<file path="src/rtl/apb_txn_master_if.sv">
// rtl/apb_txn_master_if.sv - command/response and APB signal bundle for apb_txn_master
// Ports (master view):
//   cmd_valid/cmd_write/cmd_addr/cmd_wdata in, cmd_ready out : command queue push
//   rsp_valid/rsp_write/rsp_rdata/rsp_err out                 : completion pulse
//   busy out                                                  : work pending
//   psel/penable/pwrite/paddr/pwdata out, prdata/pready in    : APB bus
interface apb_txn_master_if #(
    parameter int AMBA_WORD       = 32,
    parameter int AMBA_ADDR_WIDTH = 32
);
    logic                       cmd_valid;
    logic                       cmd_ready;
    logic                       cmd_write;
    logic [AMBA_ADDR_WIDTH-1:0] cmd_addr;
    logic [AMBA_WORD-1:0]       cmd_wdata;
    logic                       rsp_valid;
    logic                       rsp_write;
    logic [AMBA_WORD-1:0]       rsp_rdata;
    logic                       rsp_err;
    logic                       busy;
    logic                       psel;
    logic                       penable;
    logic                       pwrite;
    logic [AMBA_ADDR_WIDTH-1:0] paddr;
    logic [AMBA_WORD-1:0]       pwdata;
    logic [AMBA_WORD-1:0]       prdata;
    logic                       pready;

    modport master (
        input  cmd_valid, cmd_write, cmd_addr, cmd_wdata, prdata, pready,
        output cmd_ready, rsp_valid, rsp_write, rsp_rdata, rsp_err, busy,
               psel, penable, pwrite, paddr, pwdata
    );

    modport slave (
        output cmd_valid, cmd_write, cmd_addr, cmd_wdata, prdata, pready,
        input  cmd_ready, rsp_valid, rsp_write, rsp_rdata, rsp_err, busy,
               psel, penable, pwrite, paddr, pwdata
    );
endinterface

</file>
<file path="src/rtl/apb_txn_master.sv">
// rtl/apb_txn_master.sv - queued APB master with wait states and stall timeout
// Ports:
//   clk : rising-edge clock
//   rst : asynchronous active-high reset
//   bus : apb_txn_master_if.master (command queue, response pulse, busy, APB)
module apb_txn_master #(
    parameter int AMBA_WORD       = 32,
    parameter int AMBA_ADDR_WIDTH = 32,
    parameter int CMD_DEPTH       = 8,
    parameter int TIMEOUT         = 16
) (
    input logic                clk,
    input logic                rst,
    apb_txn_master_if.master   bus
);
    localparam int PTR_W  = $clog2(CMD_DEPTH);
    localparam int WAIT_W = $clog2(TIMEOUT) + 1;
    localparam int ENT_W  = 1 + AMBA_ADDR_WIDTH + AMBA_WORD;
    localparam logic [PTR_W:0]    FULL_CNT  = (PTR_W+1)'(CMD_DEPTH);
    localparam logic [WAIT_W-1:0] LAST_WAIT = WAIT_W'(TIMEOUT - 1);

    typedef enum logic [1:0] {S_IDLE, S_SETUP, S_ACCESS} state_t;

    state_t                      state_q, state_d;
    logic [ENT_W-1:0]            mem_q [CMD_DEPTH];
    logic [PTR_W-1:0]            wr_ptr_q, rd_ptr_q;
    logic [PTR_W:0]              count_q, count_d;
    logic [WAIT_W-1:0]           wait_q, wait_d;
    logic                        pwrite_q;
    logic [AMBA_ADDR_WIDTH-1:0]  paddr_q;
    logic [AMBA_WORD-1:0]        pwdata_q;
    logic                        rsp_valid_q, rsp_write_q, rsp_err_q;
    logic [AMBA_WORD-1:0]        rsp_rdata_q;

    logic                        push, pop, done, abort, fifo_empty;
    logic                        psel_c, penable_c;
    logic                        head_write;
    logic [AMBA_ADDR_WIDTH-1:0]  head_addr;
    logic [AMBA_WORD-1:0]        head_wdata;

    assign fifo_empty = (count_q == '0);
    // Readiness comes from the registered count only, so a pop in the
    // same cycle never makes room for a push to a full queue.
    assign bus.cmd_ready = (count_q != FULL_CNT);
    assign push          = bus.cmd_valid && bus.cmd_ready;
    assign count_d       = count_q + (PTR_W+1)'(push) - (PTR_W+1)'(pop);
    assign {head_write, head_addr, head_wdata} = mem_q[rd_ptr_q];

    always_ff @(posedge clk) begin
        if (push) begin
            mem_q[wr_ptr_q] <= {bus.cmd_write, bus.cmd_addr, bus.cmd_wdata};
        end
    end

    // State register (plus datapath registers sharing the same reset).
    always_ff @(posedge clk or posedge rst) begin
        if (rst) begin
            state_q     <= S_IDLE;
            wait_q      <= '0;
            count_q     <= '0;
            wr_ptr_q    <= '0;
            rd_ptr_q    <= '0;
            pwrite_q    <= 1'b0;
            paddr_q     <= '0;
            pwdata_q    <= '0;
            rsp_valid_q <= 1'b0;
            rsp_write_q <= 1'b0;
            rsp_err_q   <= 1'b0;
            rsp_rdata_q <= '0;
        end else begin
            state_q     <= state_d;
            wait_q      <= wait_d;
            count_q     <= count_d;
            rsp_valid_q <= done || abort;
            if (push) begin
                wr_ptr_q <= wr_ptr_q + PTR_W'(1);
            end
            if (pop) begin
                rd_ptr_q <= rd_ptr_q + PTR_W'(1);
                pwrite_q <= head_write;
                paddr_q  <= head_addr;
                pwdata_q <= head_wdata;
            end
            if (done || abort) begin
                rsp_write_q <= pwrite_q;
                rsp_err_q   <= abort;
                rsp_rdata_q <= (done && !pwrite_q) ? bus.prdata : '0;
            end
        end
    end

    // Next-state logic. The completion path pops straight into SETUP so
    // back-to-back commands run with no IDLE cycle between them.
    always_comb begin
        state_d = state_q;
        wait_d  = wait_q;
        pop     = 1'b0;
        done    = 1'b0;
        abort   = 1'b0;
        case (state_q)
            S_IDLE: begin
                if (!fifo_empty) begin
                    pop     = 1'b1;
                    state_d = S_SETUP;
                end
            end
            S_SETUP: begin
                state_d = S_ACCESS;
                wait_d  = '0;
            end
            S_ACCESS: begin
                // pready has priority over an expiring timeout.
                if (bus.pready) begin
                    done = 1'b1;
                end else if (wait_q == LAST_WAIT) begin
                    abort = 1'b1;
                end else begin
                    wait_d = wait_q + WAIT_W'(1);
                end
                if (bus.pready || (wait_q == LAST_WAIT)) begin
                    if (!fifo_empty) begin
                        pop     = 1'b1;
                        state_d = S_SETUP;
                    end else begin
                        state_d = S_IDLE;
                    end
                end
            end
            default: state_d = S_IDLE;
        endcase
    end

    // Output decode: control follows state directly so reset drops it at once.
    always_comb begin
        psel_c    = 1'b0;
        penable_c = 1'b0;
        case (state_q)
            S_SETUP:  psel_c = 1'b1;
            S_ACCESS: begin
                psel_c    = 1'b1;
                penable_c = 1'b1;
            end
            default: ;
        endcase
    end

    assign bus.psel      = psel_c;
    assign bus.penable   = penable_c;
    assign bus.pwrite    = pwrite_q;
    assign bus.paddr     = paddr_q;
    assign bus.pwdata    = pwdata_q;
    assign bus.rsp_valid = rsp_valid_q;
    assign bus.rsp_write = rsp_write_q;
    assign bus.rsp_rdata = rsp_rdata_q;
    assign bus.rsp_err   = rsp_err_q;
    assign bus.busy      = (state_q != S_IDLE) || !fifo_empty;
endmodule

</file>
<file path="src/flat_wrapper.sv">
// flat-port wrapper written by rule: the top's interface ports become plain ports
module apb_txn_master_flat 
#(
    parameter int AMBA_WORD       = 32,
    parameter int AMBA_ADDR_WIDTH = 32,
    parameter int CMD_DEPTH       = 8,
    parameter int TIMEOUT         = 16
)
  (clk, rst, bus_cmd_valid, bus_cmd_write, bus_cmd_addr, bus_cmd_wdata, bus_prdata, bus_pready, bus_cmd_ready, bus_rsp_valid, bus_rsp_write, bus_rsp_rdata, bus_rsp_err, bus_busy, bus_psel, bus_penable, bus_pwrite, bus_paddr, bus_pwdata);
  apb_txn_master_if #(.AMBA_WORD(AMBA_WORD), .AMBA_ADDR_WIDTH(AMBA_ADDR_WIDTH)) bus_i ();
  input logic clk;
  input logic rst;
  input wire logic [$bits(bus_i.cmd_valid)-1:0] bus_cmd_valid;
  input wire logic [$bits(bus_i.cmd_write)-1:0] bus_cmd_write;
  input wire logic [$bits(bus_i.cmd_addr)-1:0] bus_cmd_addr;
  input wire logic [$bits(bus_i.cmd_wdata)-1:0] bus_cmd_wdata;
  input wire logic [$bits(bus_i.prdata)-1:0] bus_prdata;
  input wire logic [$bits(bus_i.pready)-1:0] bus_pready;
  output wire logic [$bits(bus_i.cmd_ready)-1:0] bus_cmd_ready;
  output wire logic [$bits(bus_i.rsp_valid)-1:0] bus_rsp_valid;
  output wire logic [$bits(bus_i.rsp_write)-1:0] bus_rsp_write;
  output wire logic [$bits(bus_i.rsp_rdata)-1:0] bus_rsp_rdata;
  output wire logic [$bits(bus_i.rsp_err)-1:0] bus_rsp_err;
  output wire logic [$bits(bus_i.busy)-1:0] bus_busy;
  output wire logic [$bits(bus_i.psel)-1:0] bus_psel;
  output wire logic [$bits(bus_i.penable)-1:0] bus_penable;
  output wire logic [$bits(bus_i.pwrite)-1:0] bus_pwrite;
  output wire logic [$bits(bus_i.paddr)-1:0] bus_paddr;
  output wire logic [$bits(bus_i.pwdata)-1:0] bus_pwdata;
  assign bus_i.cmd_valid = bus_cmd_valid;
  assign bus_i.cmd_write = bus_cmd_write;
  assign bus_i.cmd_addr = bus_cmd_addr;
  assign bus_i.cmd_wdata = bus_cmd_wdata;
  assign bus_i.prdata = bus_prdata;
  assign bus_i.pready = bus_pready;
  assign bus_cmd_ready = bus_i.cmd_ready;
  assign bus_rsp_valid = bus_i.rsp_valid;
  assign bus_rsp_write = bus_i.rsp_write;
  assign bus_rsp_rdata = bus_i.rsp_rdata;
  assign bus_rsp_err = bus_i.rsp_err;
  assign bus_busy = bus_i.busy;
  assign bus_psel = bus_i.psel;
  assign bus_penable = bus_i.penable;
  assign bus_pwrite = bus_i.pwrite;
  assign bus_paddr = bus_i.paddr;
  assign bus_pwdata = bus_i.pwdata;
  apb_txn_master #(.AMBA_WORD(AMBA_WORD), .AMBA_ADDR_WIDTH(AMBA_ADDR_WIDTH), .CMD_DEPTH(CMD_DEPTH), .TIMEOUT(TIMEOUT)) u_core (.clk(clk), .rst(rst), .bus(bus_i));
endmodule
</file>
<file path="config.mk">
export PLATFORM = sky130hd
export DESIGN_NAME = apb_txn_master_flat
export DESIGN_NICKNAME = d
export VERILOG_FILES = /design/src/rtl/apb_txn_master_if.sv /design/src/rtl/apb_txn_master.sv /design/src/flat_wrapper.sv
export SDC_FILE = /design/constraint.sdc
export NUM_CORES = 1
export LEC_CHECK = 0
export CAP_MARGIN = 20
export CORE_ASPECT_RATIO = 1.2
export CORE_MARGIN = 3
export CORE_UTILIZATION = 35
export DETAILED_ROUTE_END_ITERATION = 6
export GPL_TIMING_DRIVEN = 0
export PLACE_DENSITY_LB_ADDON = 0.3
export RECOVER_POWER = 50
export SYNTH_ARGS = -nofsm -noshare
export SYNTH_HDL_FRONTEND = slang
export SYNTH_SLANG_ARGS = --single-unit
</file>
<file path="constraint.sdc">
create_clock -name clk -period 6.6 [get_ports clk]
set_input_delay 1.65 -clock clk [delete_from_list [all_inputs] [get_ports clk]]
set_output_delay 1.65 -clock clk [all_outputs]
set_load 0.05 [all_outputs]
</file>
Word-level counts from Yosys, hierarchy flattened
Memory sizes are Yosys's and may differ from the RTL's. A register that Yosys moved wholly into a read port is not among the register bits.
Index checks and enable logic that the tools add are counted.
W data, S select, Z words.
{ "op_classes": {"add_sub_neg": 5, "mul": 0, "n_div": 0, "magnitude_cmp": 0, "eq_ne": 8, "shift": 0, "n_mux": 20, "bitwise": 0, "n_reduce_logical": 14} }
{ "op_table": {"columns": ["cell", "count"], "rows": [
  ["$mux W32", 1],
  ["$mux W1", 12],
  ["$mux W5", 2],
  ["$pmux W5 S2", 1],
  ["$add A3 B1 Y3 const B", 2],
  ["$ne A2 B2 Y1 const B", 3],
  ["$pmux W2 S3", 1],
  ["$add A5 B1 Y5 const B", 1],
  ["$eq A5 B4 Y1 const B", 1],
  ["$add A4 B1 Y4", 1],
  ["$logic_not A4 Y1", 1],
  ["$mux W2", 2],
  ["$ne A4 B4 Y1 const B", 1],
  ["$reduce_bool A2 Y1", 2],
  ["$sub A4 B1 Y4", 1],
  ["$logic_or A1 B1 Y1", 3],
  ["$reduce_and A3 Y1", 1],
  ["$eq A2 B1 Y1 const B", 1],
  ["$eq A2 B2 Y1 const B", 1],
  ["$logic_and A1 B1 Y1", 2],
  ["$logic_not A1 Y1", 2],
  ["$logic_not A2 Y1", 1],
  ["$ne A2 B1 Y1 const B", 1],
  ["$pmux W1 S2", 1],
  ["2 further kinds", 2]
]} }
{ "totals": {"ff_bits": 52, "latchBits": 0, "mem_bits_rw": 520, "rom_bits": 0, "inputBits": 101, "elab_cells": 57, "n_memories": 1} }
{ "memory_table": {"columns": ["memory", "depth", "word_bits", "read_ports", "rd_clocked_by_memory_dff", "write_ports", "line", "rtl"], "rows": [
  ["u_core.mem_q", 8, 65, 1, 1, 1, "apb_txn_master.sv:25", "logic [ENT_W-1:0] mem_q [CMD_DEPTH];"]
]} }

Logic depth before layout (Yosys ltp)
{ "logic_depth": {"word_depth": 5, "ltp_mapped": 15} }

Worst setup path before layout
OpenSTA, ideal clock, no wires.
{ "synth_path": {"kind": "in2reg", "from": "input port bus_cmd_valid", "to": "memory u_core.mem_q[1][0] (netlist name), enable pin", "setup_time_ps": 568, "t_arrival_ps": 6228, "t_required_ps": 6032, "slack_ps": -196, "path_stages": 2, "cell_sequence": "nand3_1 > nor3_1"} }
{ "synth_between": {"elab_chain_len": 3} }
{ "synth_rtl": {"columns": ["item", "line", "rtl"], "rows": [
  ["from (decl)", "flat_wrapper.sv:13", "input wire logic [$bits(bus_i.cmd_valid)-1:0] bus_cmd_valid;"],
  ["$logic_and A1 B1 Y1", "apb_txn_master.sv:45", "assign push = bus.cmd_valid && bus.cmd_ready;"],
  ["$mux W1", "apb_txn_master.sv:50", "if (push) begin"],
  ["$mux W1 (not written as such)", "apb_txn_master.sv:51", "mem_q[wr_ptr_q] <= {bus.cmd_write, bus.cmd_addr, bus.cmd_wdata};"],
  ["to (decl)", "apb_txn_master.sv:25", null]
]} }
No other way between the ends.

Final worst setup path
{ "layout_path": {"from": "input port bus_pready", "to": "register u_core.count_q[2]"} }
{ "layout_between": {"elab_chain_len": 4} }
{ "layout_rtl": {"columns": ["item", "line", "rtl"], "rows": [
  ["from (decl)", "flat_wrapper.sv:18", "input wire logic [$bits(bus_i.pready)-1:0] bus_pready;"],
  ["$logic_or A1 B1 Y1", "apb_txn_master.sv:120", "if (bus.pready || (wait_q == LAST_WAIT)) begin"],
  ["$mux W1", "apb_txn_master.sv:120", null],
  ["$pmux W1 S2", "apb_txn_master.sv:100", "case (state_q)"],
  ["via u_core.pop", "apb_txn_master.sv:35", "logic push, pop, done, abort, fifo_empty;"],
  ["$sub A4 B1 Y4", "apb_txn_master.sv:46", "assign count_d = count_q + (PTR_W+1)'(push) - (PTR_W+1)'(pop);"],
  ["via u_core.count_d[2]", "apb_txn_master.sv:27", "logic [PTR_W:0] count_q, count_d;"],
  ["to (signal assigned)", "apb_txn_master.sv:73", "count_q <= count_d;"],
  ["to (decl)", "apb_txn_master.sv:27", null]
]} }
The timed path passes the listed nets, and every way through them passes these cells.
A chain may end at the register's enable or synchronous reset.

==> qor_table.md <==
| Quantity | Value | Unit |
|---|---|---|
| Result of the run | finished, violations left | - |
| Violations in the final reports | capacitance limit, slew limit | - |
| Synthesis warning total | 0 | - |
| Deepest clock path buffer count | 3 | - |
| Count of TritonRoute iterations in the first routing pass | 4 | - |
| Insertion delay of the later-clocked pin in the worst-skew pair | 610 | ps |
| Total setup buffers inserted after CTS | 0 | - |
| Count of cell types in the netlist | 36 | - |
| Initial DRC count | 680 | - |
| Worst setup path class | in2reg | - |
| Type of origin of the critical path | input pin | - |
| Largest net degree at the start of global routing | 87 | - |
| Max Transition Viols Final | 50 | - |
| Cell Count, Final, Fillers Out | 2330 | - |
| Cell area power density | 483 | nW/um2 |
| Crit path largest cell delay | 660 | ps |
| Number of CTS-inserted buffers | 60 | - |
| Count of standard-cell rows | 104 | - |
| Total number of H-tree levels | 2 | - |
| Synthesis-to-layout area growth | 25.0 | % |
| Utilization after layout | 0.446 | - |
| Placed Cells | 2210 | - |
| Starting Density | 0.357 | - |
| Max-cap viol count | 3 | - |
| Final worst path period need | 5130 | ps |
| Maximum fanout along the worst path | 10 | - |
| Net count of the finished layout | 1488 | - |
| Capturing point of the worst reg2reg path | u_core.count_q[2] | - |
| Number of enable flip-flop cells after synthesis | 520 | - |
| Overflow left after global routing | 0 | - |
| Simple-gate share of the synthesized area | 0.00813 | - |
| Mux contribution to synthesized area | 0.184 | - |
| Global routing usage summed across all routing layers | 0.149 | - |
| Adder and majority gate portion of the synthesized area | 0.00860 | - |
| Startpoint of the most critical register-to-register path | u_core.wait_q[0] | - |
| Max Clock Skew | 25.0 | ps |
| Fraction of the cycle the final worst path needs | 0.777 | - |
| Worst min-delay path endpoint | u_core.bus.rsp_write | - |
| Sequence of cells on the critical path | dlygate4sd3_1, o21ai_0, clkinv_1, o21a_1, clkbuf_1, buf_2, buf_2, ha_1, inv_1, ha_1, inv_1, fa_1, xnor2_1 | - |
| Part of the Yosys area used for sequential elements | 0.768 | - |
| Vias post-DR | 11400 | - |
| DRT Wirelength | 53300 | um |
| CTS tree | yes | - |
| Drt via density | 4.88 | - |
| Wire length of the first global-routing pass | 80300 | um |
| Avg Synthesized Cell Area | 22.4 | um2 |
| Sink Count | 637 | - |
| Slowest stage cell, crit path | sky130_fd_sc_hd__o21ai_0 | - |
| Number of buffers added on ports | 204 | - |
| Layout cells sized above 1 | 0.298 | - |
| Drt drc | 0 | - |
| Total core area | 67700 | um2 |
| Worst Setup End Kind | register | - |
| Mapped Area | 24100 | um2 |
| Worst Min Path Start | u_core.bus.rsp_write | - |
| Leakage component of the power | 10.2 | nW |
| Worst hold path stage count | 2 | - |
| Number of nets produced by synthesis | 1193 | - |
| Total setup violations reported at the end of the flow | 0 | - |
| Synth Flop Type | sky130_fd_sc_hd__edfxtp_1 | - |
| Placer's final routability congestion estimate | 0.721 | - |
| Total of cells resized after clock tree synthesis | 0 | - |
| Filler instances | 5752 | - |
| Reg2Reg Depth | 15 | - |
| Die Wd | 246 | um |
| Clock input transition at the sequential cells of the worst setup and hold paths | 70 | ps |
| Worst hold margin | 478 | ps |
| Post-route setup slack | 1470 | ps |
| Worst reg2reg setup slack | 2080 | ps |
| Post-Route Setup TNS | 0 | ps |
| Number of antenna violations at the first check in global routing | 14 | - |
| Highest attainable clock frequency | 195 | MHz |
| Min-delay worst type | reg2reg | - |
| Number of hold violations in the final report | 0 | - |
| Die height | 294 | um |
| Worst slew margin relative to its limit | -0.338 | - |
| Vias in the first global route | 12300 | - |
| Fraction of registers with async set/reset | 0.184 | - |
| Number of primary I/O pins | 205 | - |
| Clock root buffer | sky130_fd_sc_hd__clkbuf_16 | - |
| Post-detailed-placement half-perimeter wirelength | 35300 | um |
| Slew at the pin closest to its max-slew limit | 2000 | ps |
| Area of the die | 72200 | um2 |
| Setup WS pre-CTS | 1270 | ps |
| Final routed wire length divided by cell count | 22.9 | um |
| Combinational family with the most area after synthesis | multiplexers | - |
| Required time at the worst-slack endpoint | 7080 | ps |
| Parity-gate share of the synthesized area counting xor and xnor cells | 0.00218 | - |
| Remaining number of nets flagged by the antenna check after routing | 0 | - |
| Synthesized flop and latch total | 637 | - |
| Endpoint arrival time on the critical path | 5610 | ps |
| Worst ir drop on vdd | 196 | uV |
| Gate Count Post-Synth | 1076 | - |
| Synthesized-area fraction occupied by ao, oa, aoi and oai cells | 0.0150 | - |
| Setup repair after global routing missed its margin | false | - |
| Post-cts hold buffer count | 0 | - |
worst max-delay path, delay by kind of cell:
family,cells,cell delay (ps)
buffers and inverters,7,2010
adders and majority gates,3,880
xor gates and xnor gates,1,140
AOI/OAI and AO/OA,2,910
how the worst max path moves through the flow:
| stage | to | slack (ps) | depth (start not counted) | start |
|---|---|---|---|---|
| global placement | u_core.mem_q[3][8] | -2350 | 3 | bus_cmd_valid |
| detailed placement | u_core.count_q[2] | 1270 | 13 | bus_pready |
| floorplan | u_core.mem_q[7][0] | 1550 | 2 | bus_cmd_valid |
| CTS | u_core.count_q[2] | 1860 | 13 | bus_pready |
| finish | u_core.count_q[2] | 1470 | 13 | bus_pready |
| global route | u_core.count_q[2] | 1240 | 13 | bus_pready |
synth_stat cells (4+ instances only):
master	count	share of area
sky130_fd_sc_hd__nand3_1	5	0.0010
sky130_fd_sc_hd__buf_6	10	0.0047
sky130_fd_sc_hd__mux2_2	130	0.061
sky130_fd_sc_hd__nand2b_1	4	0.0010
sky130_fd_sc_hd__buf_2	13	0.0027
sky130_fd_sc_hd__nor2_1	8	0.0012
sky130_fd_sc_hd__nand2_1	10	0.0016
sky130_fd_sc_hd__inv_1	14	0.0022
sky130_fd_sc_hd__xnor2_1	4	0.0015
sky130_fd_sc_hd__mux4_2	130	0.12
sky130_fd_sc_hd__dfrtp_1	117	0.12
sky130_fd_sc_hd__a21oi_1	5	0.0010
sky130_fd_sc_hd__edfxtp_1	520	0.65
sky130_fd_sc_hd__a22o_1	32	0.012
sky130_fd_sc_hd__ha_1	15	0.0078
sky130_fd_sc_hd__clkbuf_1	29	0.0045
cells by family after synthesis:
family / Yosys count
DFF: 637
AOI/OAI and AO/OA: 46
and+or+nand+nor: 38
muxes: 264
xor gates and xnor gates: 6
adders and majority gates: 16
buffers and inverters: 69
flip-flops by register name, indices dropped and copies added, names as in the netlist, 2 cells and up:
register              count
u_core.mem_q            520
u_core.bus.paddr         32
u_core.bus.pwdata        32
u_core.bus.rsp_rdata     32
u_core.wait_q             5
u_core.count_q            4
u_core.rd_ptr_q           3
u_core.wr_ptr_q           3
u_core.state_q            2
cell usage in the layout, fill, tap and decap left out, types with 13 or more instances in the layout:
master / n
sky130_fd_sc_hd__inv_1: 13
sky130_fd_sc_hd__ha_1: 15
sky130_fd_sc_hd__buf_16: 18
sky130_fd_sc_hd__a22o_1: 32
sky130_fd_sc_hd__clkinv_2: 17
sky130_fd_sc_hd__edfxtp_1: 520
sky130_fd_sc_hd__mux2_2: 130
sky130_fd_sc_hd__dfrtp_1: 117
sky130_fd_sc_hd__buf_2: 13
sky130_fd_sc_hd__clkbuf_1: 36
sky130_fd_sc_hd__clkbuf_16: 62
sky130_fd_sc_hd__mux4_2: 130
sky130_fd_sc_hd__dlygate4sd3_1: 68
sky130_fd_sc_hd__clkdlybuf4s50_1: 136
layout make-up:
| cell class | instances | area, um2 | area share |
|---|---|---|---|
| clock buffer | 74 | 1650 | 0.0546 |
| multi-input combinational | 370 | 5300 | 0.176 |
| buffer | 54 | 294 | 0.00974 |
| sequential | 637 | 18500 | 0.614 |
| clock inverter | 40 | 447 | 0.0148 |
| tap | 901 | 1130 | 0.0374 |
| antenna | 6 | 15.0 | 0.000498 |
| timing repair buffer | 233 | 2750 | 0.0910 |
| inverter | 15 | 57.6 | 0.00191 |
power breakdown:
| part | switching (mW) | leakage, nW | internal (mW) |
|---|---|---|---|
| Sequential | 0.292 | 6.15 | 5.21 |
| Combinational | 3.02 | 3.02 | 2.45 |
| Clock | 1.50 | 1.02 | 2.10 |
metrics by stage:
step	total power, mW	cell area (um2)
final	14.6	30200
after global routing	15.3	30200
after CTS	14.9	30200
after detailed placement	11.2	28100
after global placement	11.0	27300
after floorplan	9.26	24200
layer usage:
layer / up-vias / share of wire / global-route usage
met1: 6003 / 0.43 / 0.197
li1: 5007 / - / -
met4: 6 / 0.017 / 0.0344
met5: - / 0.00084 / 0
met3: 69 / 0.053 / 0.0314
met2: 277 / 0.50 / 0.255
No activity file was read; power rests on OpenSTA's default activity.
